**src/rtl/sound_scheduler.sv**
```systemverilog
// sound_scheduler: edge-triggered, priority-arbitrated square-wave sound generator feeding the codec.
module sound_scheduler #(
  parameter int AMP         = 4000000,
  parameter int CW          = 24,
  parameter int CHOMP_HP    = 113636,
  parameter int CHOMP_DUR   = 12500000,
  parameter int GHOST_HP_A  = 56818,
  parameter int GHOST_HP_B  = 75757,
  parameter int GHOST_ALT   = 2500000,
  parameter int GHOST_DUR   = 25000000,
  parameter int DEATH_HP0   = 28409,
  parameter int DEATH_STEP  = 2000,
  parameter int DEATH_SWEEP = 1250000,
  parameter int DEATH_DUR   = 50000000
) (
  input  logic        CLOCK_50,
  input  logic        reset,
  input  logic        chomp,
  input  logic        eatghost,
  input  logic        death,
  input  logic        mute,
  input  logic        write_ready,
  output logic        write,
  output logic [23:0] writedata,
  output logic        busy,
  output logic [1:0]  sound_id
);
  typedef enum logic [1:0] {IDLE = 2'd0, CHOMP = 2'd1, GHOST = 2'd2, DEATH = 2'd3} state_t;
  localparam int DMAX = (DEATH_DUR > GHOST_DUR) ? ((DEATH_DUR > CHOMP_DUR) ? DEATH_DUR : CHOMP_DUR)
                                                : ((GHOST_DUR > CHOMP_DUR) ? GHOST_DUR : CHOMP_DUR);
  // duration counter widened when the longest sound does not fit in CW bits
  localparam int DW = ($clog2(DMAX) > CW) ? $clog2(DMAX) : CW;
  localparam logic [CW-1:0] HMAX = '1;
  localparam logic signed [23:0] POS_V = 24'(AMP);
  localparam logic signed [23:0] NEG_V = -POS_V;
  state_t state, state_n, req_s;
  logic phase, phase_n, toggle, last;
  logic [CW-1:0] tone, tone_n, aux, aux_n, hp, hp_n, hp_init, hp_sat;
  logic [CW:0] hp_sum;
  logic [DW-1:0] dur, dur_n, dur_last;
  logic chomp_q, eatghost_q, death_q;
  assign write = write_ready;
  always_comb begin
    req_s    = (death & ~death_q) ? DEATH : (eatghost & ~eatghost_q) ? GHOST : (chomp & ~chomp_q) ? CHOMP : IDLE;
    hp_init  = (req_s == DEATH) ? CW'(DEATH_HP0) : (req_s == GHOST) ? CW'(GHOST_HP_A) : CW'(CHOMP_HP);
    dur_last = (state == DEATH) ? DW'(DEATH_DUR - 1) : (state == GHOST) ? DW'(GHOST_DUR - 1) : DW'(CHOMP_DUR - 1);
    last     = dur == dur_last;
    hp_sum   = {1'b0, hp} + (CW+1)'(DEATH_STEP);
    hp_sat   = hp_sum[CW] ? HMAX : hp_sum[CW-1:0];
    toggle   = tone >= hp - 1'b1;
    state_n  = state;
    phase_n  = toggle ? ~phase : phase;
    tone_n   = toggle ? '0 : tone + 1'b1;
    aux_n    = aux + 1'b1;
    hp_n     = hp;
    dur_n    = dur + 1'b1;
    if (req_s != IDLE && req_s >= state) begin
      state_n = req_s;
      phase_n = 1'b1;
      tone_n  = '0;
      aux_n   = '0;
      hp_n    = hp_init;
      dur_n   = '0;
    end else if (state == IDLE || last) begin
      state_n = IDLE;
      phase_n = 1'b1;
      tone_n  = '0;
      aux_n   = '0;
      hp_n    = '0;
      dur_n   = '0;
    end else if (state == GHOST && aux == CW'(GHOST_ALT - 1)) begin
      aux_n   = '0;
      hp_n    = (hp == CW'(GHOST_HP_A)) ? CW'(GHOST_HP_B) : CW'(GHOST_HP_A);
      tone_n  = '0;
      phase_n = 1'b1;
    end else if (state == DEATH && aux == CW'(DEATH_SWEEP - 1)) begin
      aux_n = '0;
      hp_n  = hp_sat;
    end
  end
  always_ff @(posedge CLOCK_50) begin
    if (reset) begin
      state      <= IDLE;
      phase      <= 1'b1;
      tone       <= '0;
      aux        <= '0;
      hp         <= '0;
      dur        <= '0;
      chomp_q    <= 1'b0;
      eatghost_q <= 1'b0;
      death_q    <= 1'b0;
      writedata  <= '0;
      busy       <= 1'b0;
      sound_id   <= 2'd0;
    end else begin
      state      <= state_n;
      phase      <= phase_n;
      tone       <= tone_n;
      aux        <= aux_n;
      hp         <= hp_n;
      dur        <= dur_n;
      chomp_q    <= chomp;
      eatghost_q <= eatghost;
      death_q    <= death;
      writedata  <= (state_n != IDLE && !mute) ? (phase_n ? POS_V : NEG_V) : '0;
      busy       <= state_n != IDLE;
      sound_id   <= state_n;
    end
  end
endmodule

```
**config.mk**
```make
export PLATFORM = sky130hd
export DESIGN_NAME = sound_scheduler
export DESIGN_NICKNAME = d
export VERILOG_FILES = /design/src/rtl/sound_scheduler.sv
export SDC_FILE = /design/constraint.sdc
export NUM_CORES = 1
export LEC_CHECK = 0
export BUFFER_PORTS_ARGS = -buffer_cell sky130_fd_sc_hd__buf_2
export CAP_MARGIN = 20
export CORE_MARGIN = 2
export CORE_UTILIZATION = 50
export CTS_BUF_LIST = sky130_fd_sc_hd__clkbuf_2 sky130_fd_sc_hd__clkbuf_4 sky130_fd_sc_hd__clkbuf_8
export CTS_CLUSTER_SIZE = 14
export DETAILED_ROUTE_END_ITERATION = 7
export PLACE_DENSITY = 0.77
export REMOVE_ABC_BUFFERS = 1
export SLEW_MARGIN = 20
export SYNTH_ARGS = -nofsm -noshare
export SYNTH_HDL_FRONTEND = slang
export SYNTH_SLANG_ARGS = --single-unit
```
**constraint.sdc**
```tcl
create_clock -name CLOCK_50 -period 4.6 [get_ports CLOCK_50]
set_clock_uncertainty 0.05 [all_clocks]
set_input_delay 0.23 -clock CLOCK_50 [delete_from_list [all_inputs] [get_ports CLOCK_50]]
set_output_delay 0.23 -clock CLOCK_50 [all_outputs]
set_load 0.05 [all_outputs]
```
* Word level (Yosys, flattened, before mapping) *
Index checks and enable logic that the tools add are counted.

word-level totals
  bits in registers = 129
  input port bits = 7
  output and inout bits = 28
  word-level logic and storage cells = 68

cells by class
  add/subtract/negate cells = 5
  magnitude comparators = 2
  equality and inequality tests = 8
  mux-type cells = 20
  bitwise logic cells = 8
  reduce and logical (&&, ||, !) cells = 14

operator list
  cell                    number
  $mux 24                 6
  $mux 17                 3
  $add 24x1->24 const B   2
  $add 26x1->26 const B   1
  $eq 26x26->1            1
  $mux 26                 1
  $add 24x11->25 const B  1
  $mux 25                 1
  $eq 24x16->1 const B    1
  $eq 24x21->1 const B    1
  $eq 24x22->1 const B    1
  $ge 24x24->1            1
  $sub 24x1->24 const B   1
  $reduce_or 5->1         2
  $eq 2x2->1 const B      4
  $mux 2                  4
  $mux 1                  5
  $not 1->1               5
  $logic_and 1x1->1       4
  $reduce_bool 2->1       2
  $reduce_bool 4->1       1
  $and 1x1->1             3
  $reduce_or 3->1         1
  $ge 2x2->1              1
  4 further kinds         4

* Longest topological paths before layout *
Gate-level depths: netlist (run 1).

  depth after elaboration = 12
  depth in mapped cells = 17

* Worst setup path before layout (run 1) *
OpenSTA, ideal clock, no wires.

  path kind = register -> register
  start point = register hp[0]
  end point = register phase
  arrival time = 3646 ps
  path slack = 777 ps
  stages on the path, launching flop included = 16
  cells stage by stage = dfxtp_1 > or4_1 > or3_1 > nand3b_1 > or3_4 > nor2_2 > nand2_1 > xor2_1 > ha_1 > a21o_1 > a21o_1 > a21oi_1 > o21ai_0 > a21oi_1 > xnor2_1 > or3_1

on the way
  longest elaborated chain between the ends = 6

RTL lines
  what                    RTL line  RTL
  from (decl)             38        logic [CW-1:0] tone, tone_n, aux, aux_n, hp, hp_n, hp_init, hp_sat;
  from (signal assigned)  100       hp <= hp_n;
  $sub 24x1->24           50        toggle = tone >= hp - 1'b1;
  $ge 24x24->1            50
  $mux 1                  52        phase_n = toggle ? ~phase : phase;
  $mux 1                  71        end else if (state == GHOST && aux == CW'(GHOST_ALT - 1)) begin
  $mux 1                  64        end else if (state == IDLE || last) begin
  $mux 1                  57        if (req_s != IDLE && req_s >= state) begin
  to (signal assigned)    97        phase <= phase_n;
  to (decl)               37        logic phase, phase_n, toggle, last;

No other way between the ends.
A chain may end at the register's enable or synchronous reset.

* Worst setup path in the final report (run 1) *
Ends and elaborated chain as after synthesis.

==> results of run 1 <==
layout make-up:
type	instances	area, um^2
Inverter	26	97.6
Sequential cell	107	2140
Tap cell	172	215
Multi-Input combinational cell	610	3910
Clock buffer	10	131
Timing Repair Buffer	32	190
Fill cell	1186	5820
Clock inverter	6	65.1
worst min-delay path by stage:
stage | startpoint | to | cells past startpoint
2_1_floorplan | reset | chomp_q | 1
3_3_place_gp | mute | writedata[8] | 2
3_5_place_dp | mute | writedata[8] | 2
4_1_cts | reset | hp[2] | 2
5_1_grt | reset | death_q | 2
6_report | reset | hp[1] | 2
critical path, delay by kind of cell, from the launching register on:
kind | cells | cell delay [ns]
AO/OA/AOI/OAI | 5 | 0.85
flip-flops | 1 | 0.36
AND/OR/NAND/NOR | 7 | 2.14
adder cells (fa/ha/maj) | 1 | 0.28
XOR/XNOR | 2 | 0.35
layer usage:
layer	share of wire (%)	up-vias
met3	3.9	21
met4	1.9	0
met5	0	-
li1	-	2689
met2	45	96
met1	49	2402
metrics by stage:
| stage | utilization (%) | hold slack [ns] | area, um^2 | power, W |
|---|---|---|---|---|
| after detailed placement | 51.8 | 0.382 | 6510 | 0.00155 |
| after CTS | 53.7 | 0.253 | 6750 | 0.00214 |
| after floorplan | - | 0.252 | 6150 | 0.00143 |
| after global routing | 53.7 | 0.281 | 6750 | 0.00225 |
| final | 53.7 | 0.266 | 6750 | 0.00212 |
| after global placement | 51.8 | 0.380 | 6510 | 0.00154 |
cell usage in the layout (no fill, tap or decap), drive strengths merged, types with 4 or more instances in the layout:
cell           n
or4            7
ha            34
nor2b          7
and2           7
dfxtp        107
nand2b         9
nor4b          4
conb           8
nor2         136
inv           31
a21oi         27
a21o           7
buf           28
xnor2         56
o21ai         17
nand3         36
nor3          25
or3           13
nand3b         5
xor2          38
dlygate4sd3    4
nand2         65
and3          15
nor4          15
clkbuf        10
a211oi        16
nand4         18
cells by family (layout without fill, tap and decap cells):
family	after synthesis	in the layout	share of synthesized area (%)
DFF	107	107	33.3
muxes	2	2	0.311
AOI/OAI and AO/OA	92	92	9.56
adders and majority gates	34	34	6.61
xor gates and xnor gates	94	94	12.8
buffers and inverters	79	74	6.41
other	1	8	0.0583
and+or+nand+nor	380	380	31.0
power by group through the flow:
stage / registers [W] / clock network, W / logic (W)
2_1_floorplan: 0.00107 / 0 / 0.000358
3_3_place_gp: 0.00105 / 0 / 0.000486
3_5_place_dp: 0.00105 / 0 / 0.000495
4_1_cts: 0.00103 / 0.000607 / 0.000500
5_1_grt: 0.00104 / 0.000646 / 0.000564
6_report: 0.00103 / 0.000584 / 0.000502
registers in the layout, indices dropped and copies added (netlist names):
register / cells
dur: 26
hp: 23
chomp_q: 1
writedata: 3
phase: 1
busy: 1
death_q: 1
tone: 24
eatghost_q: 1
aux: 24
state: 2
==> flow_summary.toml, run 1 <==
[run_status]
status = "completed"

[critical_path]
path_cells = "or4_1 -> or3_1 -> nand3b_1 -> or3_4 -> nor2_2 -> nand2_1 -> xor2_1 -> ha_1 -> a21o_1 -> a21o_1 -> a21oi_1 -> o21ai_0 -> a21oi_1 -> xnor2_1 -> or3_1"
slowest_delay_ns = 0.56
cp-end-kind = "flip-flop"
path_class = "flip-flop to flip-flop"
setup.worst_path.end = "phase"
rrSetupSlack_ns = 0.47
path_max_fanout = 6
reg2reg_depth = 15
crit-reg2reg-launch = "hp[0]"
r2r-end = "phase"
cp.required_ns = 4.85
slowest_stage = "or4_1"
critPathLaunchType = "flip-flop"
critPathArrivalTime_ns = 4.37
critPathLaunch = "hp[0]"

[floorplanning]
start_util_pct = 51.2
row_count = 41
die_area_um2 = 13800
die_width_um = 117
coreArea_um2 = 12600
pin_count = 35
die_h_um = 117

[timing]
period_needed_ns = 4.13
relSlewSlack_pct = 52.5
max_freq_ghz = 0.242
fin_crit_sh_pct = 89.7
grt_setup_unrepaired = "false"
setup-tns-final_ns = 0
hold_viol = 0
worst_pin_slew_ns = 0.710
worst_slack_ns = 0.474
setup-violations-final = 0
drv_slew = 0

[grt]
busiest_layer = "met2"
met3_usage_pct = 4.36
track_usage_pct = 19.4
antenna_found_initial = 0
grt_pass1_wl_mm = 22.5
grt-ovfl-total = 0
use_met1_pct = 25.6
gr-usage-met2_pct = 31.3
grt_pass1_vias = 4912
grt_max_degree = 33

[logic_synthesis]
synth_common_cells = "133 x nor2_1, 107 x dfxtp_1, 65 x nand2_1"
ys_types = 71
yosys_warnings = 0
synth_area_um2 = 6440
yosysTopAreaCellShare_pct = 33.3
synth_flop_cell = "dfxtp_1"
seq_area_frac_synth_pct = 33.3
synth-edff-count = 0
synth_seq_cells = 107
yosys-top-cells-area = "dfxtp_1 33%, nor2_1 7.8%, xnor2_1 7.6%, ha_1 6.6%, xor2_1 5.2%"
synth_top_cell_by_area = "dfxtp_1"
syn_area_per_cell_um2 = 8.16
async_flop_share_pct = 0
synthCells = 789
yosys.cell_count.top_type = "nor2_1"

[route]
dr.pass1.iters = 5
drc = 0
routed_wl_mm = 12.7
wl_per_cell_um = 13.2
ant_nets = 0
drt_first_iter_violations = 497
viasPerCell = 5.41
vias = 5208

[power]
swShare_pct = 35.0
combPwrFrac_pct = 23.7
pwr-share-clk_pct = 27.6
power.density_nw_per_um2 = 314
p_int_w = 0.00138
power_leakage_nw = 2.44
p_seq_share_pct = 48.8
p_sw_w = 0.000742
ir_drop_mv = 0.191

[placed_design]
gp_congestion = 0.882
hpwl_mm = 9.28
portBuffers = 24
dpl_worst_slack_ns = 0.510
dp.cells = 943

[layout]
antenna_cells = 0
drive_gt1_share_pct = 8.60
syn2layout_area_growth_pct = 4.86
final_nets = 827
fin_cells = 963

[clock_tree]
cts_buffers = 9
postCtsResizedCells = 0
cts_hold_buf = 4
clk_latency_ns = 0.40
postCtsSetupBuffers = 0
cts.sink_count = 107
cts_tree = "done"
path_clk_slew_ns = 0.11
htreeDepth = 3
cts_buffer_depth = 2
cts_root_buf = "clkbuf_8"

[run]
drv_cap = 0

[worst_hold_path]
hold_path.class = "input pin to flip-flop"
Power figures use the tool's default switching activity.
==> run 2, diff against run 1 <==
- clock period: 4.6 -> 4.41 ns (I/O delays scaled with it)
==> run 2 against run 1 <==
  * Worst hold slack got worse by 0.017 ns
  * Clock-buffer cell count unchanged
  * Fmax increased by 1.5%
  * Utilization about the same
  * Sequential power increased by 5%
  * Flip-flop and latch count unchanged
  * Non-clock buffer count increased by 1
  * Register-to-register slack got worse by 0.13 ns
  * Total power increased by 3.0%
  * Worst setup slack got worse by 0.13 ns
  * Combinational power increased by 3%
==> flow_summary.toml, run 2 (synthesis gave the netlist of run 1 again) <==
[critical_path]
critPathArrivalTime_ns = 4.31
slowest_delay_ns = 0.57
path_class = "flip-flop to flip-flop"
path_max_fanout = 6
critPathLaunchType = "flip-flop"
cp-end-kind = "flip-flop"
cp.required_ns = 4.65
path_cells = "or4_1 -> or3_1 -> nand3b_1 -> or3_4 -> nor2_2 -> nand2_1 -> xor2_1 -> ha_1 -> a21o_1 -> a21o_1 -> a21oi_1 -> o21ai_0 -> a21oi_1 -> xnor2_1 -> or3_1"
crit_buf_inv = 0
slowest_stage = "or4_1"
path_delay_family = "simple AND/OR/NAND/NOR gates"

[clock_tree]
cts_buffer_depth = 2
htreeDepth = 3
cts_buffers = 9
cts_tree = "done"
cts.sink_count = 107
clk_latency_ns = 0.40
cts_root_buf = "clkbuf_8"
path_clk_slew_ns = 0.11

[route]
ant_nets = 0
dr.pass1.iters = 5
drc = 0
drt_first_iter_violations = 395
vias = 5168
wl_per_cell_um = 12.9
viasPerCell = 5.36
routed_wl_mm = 12.5

[layout]
syn2layout_area_growth_pct = 4.88
final_util_pct = 53.7
antenna_cells = 0
fin_cells = 964
final_nets = 828
largest_reg_flops = 26
final_cell_mix = "133 x nor2_1, 107 x dfxtp_1, 65 x nand2_1, 56 x xnor2_1, 38 x xor2_1"
final_common_cell = "nor2_1"
drive_gt1_share_pct = 8.71
top_regs = "dur: 26 flops, aux: 24 flops, tone: 24 flops"
top_register = "dur"

[timing]
fin_crit_sh_pct = 92.2
setup-violations-final = 0
worst_pin_slew_ns = 0.616
hold_viol = 0
period_needed_ns = 4.07
max_freq_ghz = 0.246
relSlewSlack_pct = 58.6
grt_setup_unrepaired = "false"
setup-tns-final_ns = 0
drv_slew = 0

[grt]
grt_pass1_wl_mm = 21.9
grt-ovfl-total = 0
antenna_found_initial = 0
grt_pass1_vias = 4838
grt_max_degree = 33
track_usage_pct = 18.9

[floorplanning]
pin_count = 35
coreArea_um2 = 12600
die_width_um = 117
start_util_pct = 51.2
row_count = 41
die_area_um2 = 13800
die_h_um = 117

[placed_design]
gp_congestion = 0.885
dp.cells = 944
hpwl_mm = 9.10
portBuffers = 24

[power]
power_leakage_nw = 2.44
power.density_nw_per_um2 = 324
ir_drop_mv = 0.258
finalPower_w = 0.00218

[worst_hold_path]
hold_path.class = "input pin to flip-flop"

[run]
drv_cap = 0

[run_status]
status = "completed"
run 2: changes by cell type in the layout (fill, tap and decap cells not counted), sizes merged:
cell,delta
buf,+1
clkinv,+2
inv,-2
run 2: path summary, 6_finish.rpt:
check | cells past startpoint | end | slack (ns) | startpoint
max reg2reg | 15 | phase | 0.34 | hp[0]
min reg2reg | 1 | aux[0] | 0.42 | aux[0]
min | 2 | hp[0] | 0.25 | reset
max | 15 | phase | 0.34 | hp[0]
run 2: final cells by class:
type                    instances  area, um^2
clock buffers                  10         131
clock inverters                 6        58.8
fillers                      1158        5820
inverters                      26        97.6
multi-input cells             610        3910
flip-flops and latches        107        2140
well taps                     172         215
repair buffers                 33         198
run 2: per-stage QoR:
step                      area (um^2)  hold WS, ns  setup WS (ns)
after detailed placement         6520        0.372          0.361
final                            6750        0.249          0.343
after global routing             6750        0.250         0.0478
after CTS                        6750        0.229          0.326
after floorplan                  6150        0.242          0.579
after global placement           6520        0.371          0.401
run 2: repair_timing:
item	CTS	global route
setup buffers	0	0
endpoints found under the hold margin	6	0
hold buffers	4	0
endpoints found under the setup margin	0	0
gates resized for setup	0	0
run 2: power by group:
part / switching (W) / total (W) / leakage [nW] / internal [W]
sequential: 0.0000732 / 0.00108 / 0.868 / 0.00100
combinational: 0.000312 / 0.000515 / 1.48 / 0.000203
clock: 0.000368 / 0.000592 / 0.0993 / 0.000225
run 2: per-layer routing:
layer | global-route usage (%) | share of wire (%) | vias to the layer above
met1 | 24.9 | 48 | 2360
met5 | 0 | 0 | -
met4 | 4.22 | 1.1 | 0
met3 | 5.04 | 4.4 | 15
met2 | 31.1 | 46 | 109
li1 | - | - | 2684
